### config.mk
export PLATFORM = sky130hd
export DESIGN_NAME = instruction_cache
export DESIGN_NICKNAME = d
export VERILOG_FILES = /design/src/rtl/instruction_cache.sv
export SDC_FILE = /design/constraint.sdc
export NUM_CORES = 1
export LEC_CHECK = 0
export CORE_MARGIN = 3
export CORE_UTILIZATION = 40
export DETAILED_ROUTE_END_ITERATION = 7
export HOLD_SLACK_MARGIN = 0.1
export RECOVER_POWER = 50
export SYNTH_ARGS = -nofsm -noshare
export SYNTH_HDL_FRONTEND = slang
export SYNTH_SLANG_ARGS = --single-unit
export TNS_END_PERCENT = 30
### constraint.sdc
create_clock -name CLOCK -period 20.8 [get_ports CLOCK]
set_input_delay 4.16 -clock CLOCK [delete_from_list [all_inputs] [get_ports CLOCK]]
set_output_delay 4.16 -clock CLOCK [all_outputs]
set_load 0.02 [all_outputs]
### src/rtl/instruction_cache.sv
// ---------------------------------------------------------------------------
// instruction_cache
//
// Direct-mapped, read-only instruction cache between the CPU fetch stage and
// a 128-bit block instruction memory. Hits are served combinationally in the
// request cycle. A miss stalls the CPU (BUSYWAIT), issues a registered block
// read to memory, fills the line and then resumes.
//
// Optional feature macro: ICACHE_PERF_CNT_EN adds HIT_COUNT / MISS_COUNT.
//
// Ports:
//   CLOCK         sole clock, all state updates on posedge
//   RESET         synchronous active-high reset
//   READ          CPU fetch request
//   ADDRESS       CPU byte address (tag | index | word offset | byte)
//   INSTRUCTION   fetched word, zero unless READ=1 and BUSYWAIT=0
//   BUSYWAIT      CPU stall
//   MEM_READ      registered block-read request to memory
//   MEM_ADDRESS   registered block address (latched ADDRESS[31:4])
//   MEM_READDATA  returned 128-bit block
//   MEM_BUSYWAIT  memory busy, low when MEM_READDATA is valid
//   HIT_COUNT     (ICACHE_PERF_CNT_EN) IDLE hit cycles
//   MISS_COUNT    (ICACHE_PERF_CNT_EN) started block reads
// ---------------------------------------------------------------------------
module instruction_cache #(
   parameter int INDEX_BITS = 3
) (
   input  logic         CLOCK,
   input  logic         RESET,
   input  logic         READ,
   input  logic [31:0]  ADDRESS,
   output logic [31:0]  INSTRUCTION,
   output logic         BUSYWAIT,
   output logic         MEM_READ,
   output logic [27:0]  MEM_ADDRESS,
   input  logic [127:0] MEM_READDATA,
   input  logic         MEM_BUSYWAIT
`ifdef ICACHE_PERF_CNT_EN
   ,
   output logic [31:0]  HIT_COUNT,
   output logic [31:0]  MISS_COUNT
`endif
);

   localparam int LINES    = 1 << INDEX_BITS;
   localparam int TAG_BITS = 28 - INDEX_BITS;

   typedef enum logic [1:0] {
      ST_IDLE     = 2'd0,
      ST_MEM_READ = 2'd1,
      ST_UPDATE   = 2'd2
   } state_t;

   state_t state, next_state;

   logic [LINES-1:0]    valid_bits;
   logic [TAG_BITS-1:0] tag_array  [LINES];
   logic [127:0]        data_array [LINES];

   logic [INDEX_BITS-1:0] cur_index;
   logic [TAG_BITS-1:0]   cur_tag;
   logic [1:0]            cur_offset;
   logic [INDEX_BITS-1:0] fill_index;
   logic [TAG_BITS-1:0]   fill_tag;
   logic                  hit;
   logic                  fill_en;
   logic                  mem_read_d;
   logic [27:0]           mem_address_d;
   logic [127:0]          cur_line;
   logic [1:0]            unused_byte_bits;

   // Address decode. The fill targets the latched block address, never the
   // live CPU address, so a misbehaving CPU cannot corrupt another line.
   assign cur_offset       = ADDRESS[3:2];
   assign cur_index        = ADDRESS[3+INDEX_BITS:4];
   assign cur_tag          = ADDRESS[31:4+INDEX_BITS];
   assign fill_index       = MEM_ADDRESS[INDEX_BITS-1:0];
   assign fill_tag         = MEM_ADDRESS[27:INDEX_BITS];
   assign unused_byte_bits = ADDRESS[1:0];
   assign cur_line         = data_array[cur_index];

   // Hit only counts in IDLE; during a fill the CPU is stalled regardless.
   assign hit = READ && valid_bits[cur_index] &&
                (tag_array[cur_index] == cur_tag) && (state == ST_IDLE);

   // Stall while a miss is pending or being serviced.
   assign BUSYWAIT = ((state == ST_IDLE) && READ && !hit) ||
                     (state == ST_MEM_READ) || (state == ST_UPDATE);

   // Word select from the resident line; zero whenever no word is delivered.
   always_comb begin
      INSTRUCTION = 32'h0;
      if (hit) begin
         case (cur_offset)
            2'd0:    INSTRUCTION = cur_line[31:0];
            2'd1:    INSTRUCTION = cur_line[63:32];
            2'd2:    INSTRUCTION = cur_line[95:64];
            default: INSTRUCTION = cur_line[127:96];
         endcase
      end
   end

   // State register; reset wins over any transition in the same edge.
   always_ff @(posedge CLOCK) begin
      if (RESET) state <= ST_IDLE;
      else       state <= next_state;
   end

   // Next state plus the next values of the registered memory request.
   // MEM_READ/MEM_ADDRESS hold their value unless a transition changes them.
   always_comb begin
      next_state    = state;
      mem_read_d    = MEM_READ;
      mem_address_d = MEM_ADDRESS;
      fill_en       = 1'b0;
      case (state)
         ST_IDLE: begin
            if (READ && !hit) begin
               next_state    = ST_MEM_READ;
               mem_read_d    = 1'b1;
               mem_address_d = ADDRESS[31:4];
            end
         end
         ST_MEM_READ: begin
            if (!MEM_BUSYWAIT) begin
               fill_en    = 1'b1;
               mem_read_d = 1'b0;
               next_state = ST_UPDATE;
            end
         end
         ST_UPDATE: begin
            next_state = ST_IDLE;
         end
         default: begin
            next_state = ST_IDLE;
            mem_read_d = 1'b0;
         end
      endcase
   end

   // Memory request registers and valid bits. Reset abandons any fill in
   // flight, so the target line simply stays invalid.
   always_ff @(posedge CLOCK) begin
      if (RESET) begin
         MEM_READ    <= 1'b0;
         MEM_ADDRESS <= 28'h0;
         valid_bits  <= '0;
      end else begin
         MEM_READ    <= mem_read_d;
         MEM_ADDRESS <= mem_address_d;
         if (fill_en) valid_bits[fill_index] <= 1'b1;
      end
   end

   // Tag and data storage carry no reset; the valid bit guards them.
   always_ff @(posedge CLOCK) begin
      if (fill_en) begin
         tag_array[fill_index]  <= fill_tag;
         data_array[fill_index] <= MEM_READDATA;
      end
   end

`ifdef ICACHE_PERF_CNT_EN
   // Performance counters; both wrap naturally at 2^32.
   always_ff @(posedge CLOCK) begin
      if (RESET) begin
         HIT_COUNT  <= 32'h0;
         MISS_COUNT <= 32'h0;
      end else begin
         if (hit) HIT_COUNT <= HIT_COUNT + 32'd1;
         if ((state == ST_IDLE) && (next_state == ST_MEM_READ))
            MISS_COUNT <= MISS_COUNT + 32'd1;
      end
   end
`endif

endmodule

==> results of run 1 <==
path summary, 6_finish.rpt:
check / cells after the start / endpoint
max: 11 / INSTRUCTION[24]
max reg2reg: 6 / data_array[7][46]
min: 2 / valid_bits[3]
min reg2reg: 2 / valid_bits[3]
stage by stage:
step | total power (W) | std cells | hold slack, ns
after floorplan | 0.00305 | 2024 | 0.435
after detailed placement | 0.00316 | 3778 | 0.460
after CTS | 0.00542 | 4017 | 0.472
after global placement | 0.00315 | 3778 | 0.444
final | 0.00535 | 4038 | 0.475
after global routing | 0.00554 | 4024 | 0.510
synth_stat cells, drive strengths merged, types with 9 or more instances:
cell / count
mux2i: 94
dfxtp: 39
nand2b: 62
a221oi: 9
clkbuf: 44
o22ai: 9
mux2: 19
mux4: 354
nor2: 58
buf: 60
edfxtp: 1224
xor2: 24
per-layer routing:
metal | part of all wire [%] | up-vias
li1 | - | 9238
met1 | 41 | 11600
met2 | 51 | 556
met3 | 5.2 | 192
met4 | 2.3 | 10
met5 | 0.065 | -
registers in the layout (all words and copies together) (netlist names):
signal and cells:
MEM_ADDRESS 28, data_array 1024, valid_bits 8, tag_array 200, state 2, MEM_READ 1
cell type report:
| cell class | instances | area, um^2 |
|---|---|---|
| Antenna cell | 21 | 52.6 |
| Clock buffer | 170 | 3550 |
| Clock inverter | 69 | 629 |
| Fill cell | 9692 | 62200 |
| Inverter | 1 | 3.75 |
| Multi-Input combinational cell | 656 | 10300 |
| Sequential cell | 1263 | 37500 |
| Tap cell | 1600 | 2000 |
| Timing Repair Buffer | 258 | 2550 |
kinds of logic after synthesis:
family | after synthesis | synth area share (%)
AND/OR/NAND/NOR | 141 | 1.52
AO/OA/AOI/OAI | 23 | 0.363
XOR/XNOR | 25 | 0.454
flip-flops | 1263 | 77.8
buffers and inverters | 105 | 0.970
multiplexers | 467 | 18.9
worst register-to-register path: stages (launching register included):
cell	delay, ns
sky130_fd_sc_hd__dfxtp_1	0.39
sky130_fd_sc_hd__inv_1	0.09
sky130_fd_sc_hd__nor3_1	0.28
sky130_fd_sc_hd__nand2_1	0.26
sky130_fd_sc_hd__nor2_4	0.17
sky130_fd_sc_hd__clkbuf_1	1.88
sky130_fd_sc_hd__buf_4	0.97
power by group through the flow:
stage               logic [W]  clock network (W)  registers, W
global route         0.000287            0.00242       0.00283
global placement     0.000272                  0       0.00288
detailed placement   0.000277                  0       0.00289
CTS                  0.000278            0.00231       0.00283
finish               0.000265            0.00225       0.00283
floorplan            0.000153                  0       0.00289
==> results.md, run 1 <==
| Item | This run | Unit |
| --- | --- | --- |
| Sequential-to-total area share from yosys stat | 77.8 | % |
| Number of buffers added by the clock tree synthesis step | 134 | - |
| Startpoint type of the worst setup path | input pin | - |
| Post-CTS Resized | 0 | - |
| Comb pwr share | 5.0 | % |
| Top_reg_cell synth | sky130_fd_sc_hd__edfxtp_1 | - |
| Violations in the final reports | max-capacitance violations, max-slew violations | - |
| Max stage delay cell, worst path | sky130_fd_sc_hd__buf_4 | - |
| All-Layer GR Usage | 17.3 | % |
| Most used cell, CP | sky130_fd_sc_hd__buf_4 | - |
| Syn nets | 2188 | - |
| Relative contribution of the clock network to total power | 42.1 | % |
| CTS root buffer | sky130_fd_sc_hd__clkbuf_16 | - |
| Final number of setup-violating endpoints | 0 | - |
| Post-route minimum period | 13.94 | ns |
| Distinct cell type count of the synthesized netlist | 29 | - |
| Starting DRC count in detailed routing | 1746 | - |
| Routed Antenna Nets | 0 | - |
| Required @ worst endpoint | 16.64 | ns |
| Most Crowded Layer GR | met2 | - |
| Synthesized instance count | 2024 | - |
| Via-to-Cell Ratio | 5.35 | - |
| Number of DRC violations after detailed routing | 0 | - |
| Maximum resistive drop on vdd | 63.6 | uV |
| Switching power summed over all nets | 0.00111 | W |
| M1 GR Usage | 22.6 | % |
| Layout net count | 2478 | - |
| Data arrival time of the critical path | 9.78 | ns |
| Placement row count | 126 | - |
| Post-CTS Setup Inserts | 0 | - |
| Fin crit share | 67.0 | % |
| Die height | 353 | um |
| Core footprint | 119000 | um^2 |
| Worst relative slew slack | -76.6 | % |
| Status | complete, but fails checks | - |
| Area after DPL | 52400 | um^2 |
| Crit end category | output port | - |
| GR Overflow Total | 0 | - |
| Largest buffer count on any clock path | 3 | - |
| Mean cell area of the mapped netlist | 23.8 | um^2 |
| Placer's final routability congestion estimate | 0.705 | - |
| Slew Limit Fails | 134 | - |
| Transition time at the pin with the least slew margin | 2.65 | ns |
| Crit path kind | in -> out | - |
| Max incr delay on CP | 0.87 | ns |
| Highest fanout seen on the critical path | 39 | - |
| Dominant cell type by area after synthesis | sky130_fd_sc_hd__edfxtp_1 | - |
| Layout area overhead | 17.4 | % |
| Clk_lat worst skew | 0.73 | ns |
| Hold-fix buffer count after cts | 0 | - |
| Summed negative setup slack over all endpoints | 0 | ns |
| Port Buf Inserts | 223 | - |
| Cell internal pwr | 0.00424 | W |
| Minimum setup slack among reg-to-reg paths | 16.34 | ns |
| Startpoint of the worst-slack reg-to-reg timing path | state[0] | - |
| Commonest non-fill, non-tap cell in the layout | sky130_fd_sc_hd__edfxtp_1 | - |
| Largest cells by area after synthesis | sky130_fd_sc_hd__edfxtp_1, sky130_fd_sc_hd__mux4_2, sky130_fd_sc_hd__mux2i_1 | - |
| TritonCTS clock tree | yes | - |
| Sum of routed wire length over all layers | 106000 | um |
| Number of antenna violations at the first check in global routing | 59 | - |
| DP Wirelength | 57200 | um |
| Most frequent cells in the layout | sky130_fd_sc_hd__edfxtp_1, sky130_fd_sc_hd__mux4_2, sky130_fd_sc_hd__clkbuf_16 | - |
| Via count of the first global-routing pass | 23600 | - |
| Core Util, Final | 47.6 | % |
| Met3 usage | 3.25 | % |
| Number of levels in the clock H-tree | 4 | - |
| Fmax | 0.0717 | GHz |
| Fraction of post-synthesis cell area in the top cell type by area | 76.2 | % |
| CP Buf/Inv Count | 4 | - |
| Async S/R FF share, synth | 0 | % |
| Met2 layer usage reported by global route | 29.4 | % |
| EDFF count, synth | 1224 | - |
| Clock-pin slew reported for the worst setup and hold paths after clock tree synthesis | 0.05 | ns |
| Critical-path cell list | buf_6 > buf_4 > buf_4 > mux4_2 > mux2i_1 > xor2_1 > nand4_1 > nor4_2 > nand4_4 > nor2_1 > clkdlybuf4s50_1 | - |
| Final Hold Violating Endpoints | 0 | - |
| Number of I/O pins | 226 | - |
| Initial standard-cell utilization of the core | 40.6 | % |
| DR WL/cell | 26.3 | um |
| Unrepaired setup endpoints after global routing | no | - |
| Synth warn | 0 | - |
| Drt first pass iters | 5 | - |
| Worst Hold Class | reg -> reg | - |
| Least setup slack across all paths after layout | 6.86 | ns |
| Number of sinks driven by the clock tree | 1263 | - |
| Origin of the worst min-delay path | valid_bits[3] | - |
| Netlist area before placement | 48300 | um^2 |
| Sequential cell fraction of total power | 53.0 | % |
| Finished layout cell area | 56600 | um^2 |
| Overall die area | 125000 | um^2 |
| Worst slack at placement | 6.68 | ns |
| Yosys reg bits | 1263 | - |
| Chip width | 353 | um |
| Largest net degree at the start of global routing | 116 | - |
| Static leakage power | 17.7 | nW |
| Vias after detailed routing | 21600 | - |
| Switching share of power | 20.8 | % |
| Final clock skew | 0.0212 | ns |
| Cell family with most CP delay | buffers and inverters | - |
| First-pass GRT wire length | 158000 | um |
| Proportion of layout cells with a drive suffix above 1 | 24.7 | % |
| Pwr Density | 94.4 | nW/um^2 |
| Critical path launch point | ADDRESS[6] | - |
| Max-cap violations | 3 | - |
Power figures use the tool's default switching activity.
==> run 2: changes to the inputs <==
==> constraint.sdc (replaced) <==
create_clock -name CLOCK -period 14.3 [get_ports CLOCK]
set_input_delay 2.86 -clock CLOCK [delete_from_list [all_inputs] [get_ports CLOCK]]
set_output_delay 2.86 -clock CLOCK [all_outputs]
set_load 0.02 [all_outputs]
==> results.md, run 2 (same netlist as run 1, synthesis figures left out) <==
| Item | This run | Unit |
| --- | --- | --- |
| Status | complete, but fails checks | - |
| Violations in the final reports | max-capacitance violations, max-slew violations | - |
| Final Hold Violating Endpoints | 0 | - |
| Overall power after layout | 0.00775 | W |
| Cell count after placement | 3773 | - |
| Sum of routed wire length over all layers | 106000 | um |
| Sequential cell fraction of total power | 53.2 | % |
| Layout area overhead | 17.0 | % |
| Clk_lat worst skew | 0.72 | ns |
| Port Buf Inserts | 223 | - |
| Met2 layer usage reported by global route | 29.5 | % |
| Origin of the worst min-delay path | valid_bits[5] | - |
| Switching share of power | 20.3 | % |
| CTS root buffer | sky130_fd_sc_hd__clkbuf_16 | - |
| Most Crowded Layer GR | met2 | - |
| Number of antenna violations at the first check in global routing | 55 | - |
| Drt first pass iters | 5 | - |
| Placer's final routability congestion estimate | 0.715 | - |
| Startpoint of the worst-slack reg-to-reg timing path | state[0] | - |
| Fmax | 0.0898 | GHz |
| Least setup slack across all paths after layout | 3.16 | ns |
| Via-to-Cell Ratio | 5.37 | - |
| Highest fanout seen on the critical path | 103 | - |
| Required @ worst endpoint | 14.63 | ns |
| Overall die area | 125000 | um^2 |
| Fin crit share | 77.9 | % |
| Comb pwr share | 5.0 | % |
| Initial standard-cell utilization of the core | 40.6 | % |
| Largest regs | data_array x1024, tag_array x200, MEM_ADDRESS x28 | - |
| Data arrival time of the critical path | 11.47 | ns |
| Static leakage power | 17.6 | nW |
| TritonCTS clock tree | yes | - |
| Final clock skew | 0.0179 | ns |
| Hold-fix buffer count after cts | 0 | - |
| GR Overflow Total | 0 | - |
| Layout net count | 2472 | - |
| All-Layer GR Usage | 17.3 | % |
| Post-CTS Setup Inserts | 0 | - |
| Post-CTS Resized | 0 | - |
| Transition time at the pin with the least slew margin | 8.46 | ns |
| Depth of the most critical reg-to-reg path | 6 | - |
| Worst Hold Class | reg -> reg | - |
| Area after DPL | 52400 | um^2 |
| Unrepaired setup endpoints after global routing | no | - |
| Starting DRC count in detailed routing | 1808 | - |
| Cell internal pwr | 0.00617 | W |
| Largest buffer count on any clock path | 3 | - |
| Pwr Density | 137 | nW/um^2 |
| Number of I/O pins | 226 | - |
| Routed Antenna Nets | 0 | - |
| M1 GR Usage | 22.6 | % |
| Finished layout cell area | 56500 | um^2 |
| Worst slack at placement | 3.46 | ns |
| Cell depth of the worst min-delay path | 2 | - |
| Switching power summed over all nets | 0.00157 | W |
| Met3 usage | 3.72 | % |
| DP Wirelength | 56500 | um |
| Final number of setup-violating endpoints | 0 | - |
| Clock-pin slew reported for the worst setup and hold paths after clock tree synthesis | 0.06 | ns |
| Via count of the first global-routing pass | 23200 | - |
| Slew Limit Fails | 307 | - |
| DR WL/cell | 26.5 | um |
| Critical path launch point | MEM_BUSYWAIT | - |
| Proportion of layout cells with a drive suffix above 1 | 24.2 | % |
| Relative contribution of the clock network to total power | 41.9 | % |
| Vias after detailed routing | 21600 | - |
| Placement row count | 126 | - |
| Number of flip-flops in the largest register | 1024 | - |
| Maximum resistive drop on vdd | 94.6 | uV |
| Minimum setup slack among reg-to-reg paths | 5.42 | ns |
| Post-route minimum period | 11.14 | ns |
| Largest net degree at the start of global routing | 118 | - |
| Max-cap violations | 5 | - |
| Most frequent cells in the layout | sky130_fd_sc_hd__edfxtp_1, sky130_fd_sc_hd__mux4_2, sky130_fd_sc_hd__clkbuf_16 | - |
| Crit path kind | in -> reg | - |
| Core footprint | 119000 | um^2 |
| Post-route non-filler standard cell count | 4015 | - |
| Largest Register | data_array | - |
| Crit end category | flop | - |
| Number of buffers added by the clock tree synthesis step | 133 | - |
| Worst relative slew slack | -464 | % |
| Number of sinks driven by the clock tree | 1263 | - |
| Chip width | 353 | um |
| Post-Route Hold Slack | 0.479 | ns |
| First-pass GRT wire length | 159000 | um |
| Die height | 353 | um |
| Number of levels in the clock H-tree | 4 | - |
| Number of DRC violations after detailed routing | 0 | - |
| Commonest non-fill, non-tap cell in the layout | sky130_fd_sc_hd__edfxtp_1 | - |
| Startpoint type of the worst setup path | input pin | - |
-- run 2: cell count changes in the layout (fill, tap and decap cells not counted), sizes merged --
| cell | previous run | this run |
|---|---|---|
| diode | 21 | 11 |
| bufinv | 6 | 7 |
| clkinv | 53 | 40 |
| inv | 9 | 6 |
| buf | 37 | 32 |
| clkbuf | 173 | 180 |
-- run 2: worst paths after layout --
| kind | end |
|---|---|
| worst min-delay path | valid_bits[5] |
| worst max-delay path | data_array[6][46] |
| worst min register to register | valid_bits[5] |
| worst max register to register | data_array[6][46] |
-- run 2: power by group through the flow --
| stage | Combinational [W] | Clock, W | Sequential, W |
|---|---|---|---|
| after detailed placement | 0.000403 | 0 | 0.00420 |
| after CTS | 0.000404 | 0.00334 | 0.00412 |
| after floorplan | 0.000222 | 0 | 0.00421 |
| after global routing | 0.000417 | 0.00349 | 0.00412 |
| after global placement | 0.000395 | 0 | 0.00419 |
| final | 0.000386 | 0.00324 | 0.00412 |
-- run 2: cell type report --
cell class | instances | area (um^2)
Sequential cell | 1263 | 37500
Multi-Input combinational cell | 656 | 10300
Timing Repair Buffer | 253 | 2500
Clock buffer | 177 | 3600
Fill cell | 9693 | 62400
Antenna cell | 11 | 27.5
Tap cell | 1600 | 2000
Inverter | 1 | 3.75
Clock inverter | 54 | 495
-- run 2: routing by layer --
metal / wire [um] / part of all wire (%)
met5: 126 / 0.12
met4: 2020 / 1.9
met3: 5710 / 5.4
met2: 54600 / 51
met1: 43900 / 41
-- run 2: stage by stage --
| step | utilization, % | TNS (ns) |
|---|---|---|
| after global routing | 47.5 | 0 |
| final | 47.5 | 0 |
| after floorplan | - | -14.28 |
| after detailed placement | 44.1 | 0 |
| after global placement | 44.1 | 0 |
| after CTS | 47.5 | 0 |
-- run 2: critical path: stages --
cell                            delay [ns]
sky130_fd_sc_hd__dlygate4sd3_1        0.58
sky130_fd_sc_hd__nor3_1               0.26
sky130_fd_sc_hd__nand2b_1             0.26
sky130_fd_sc_hd__nor2_4               0.13
sky130_fd_sc_hd__clkbuf_1             5.86
sky130_fd_sc_hd__buf_4                1.44
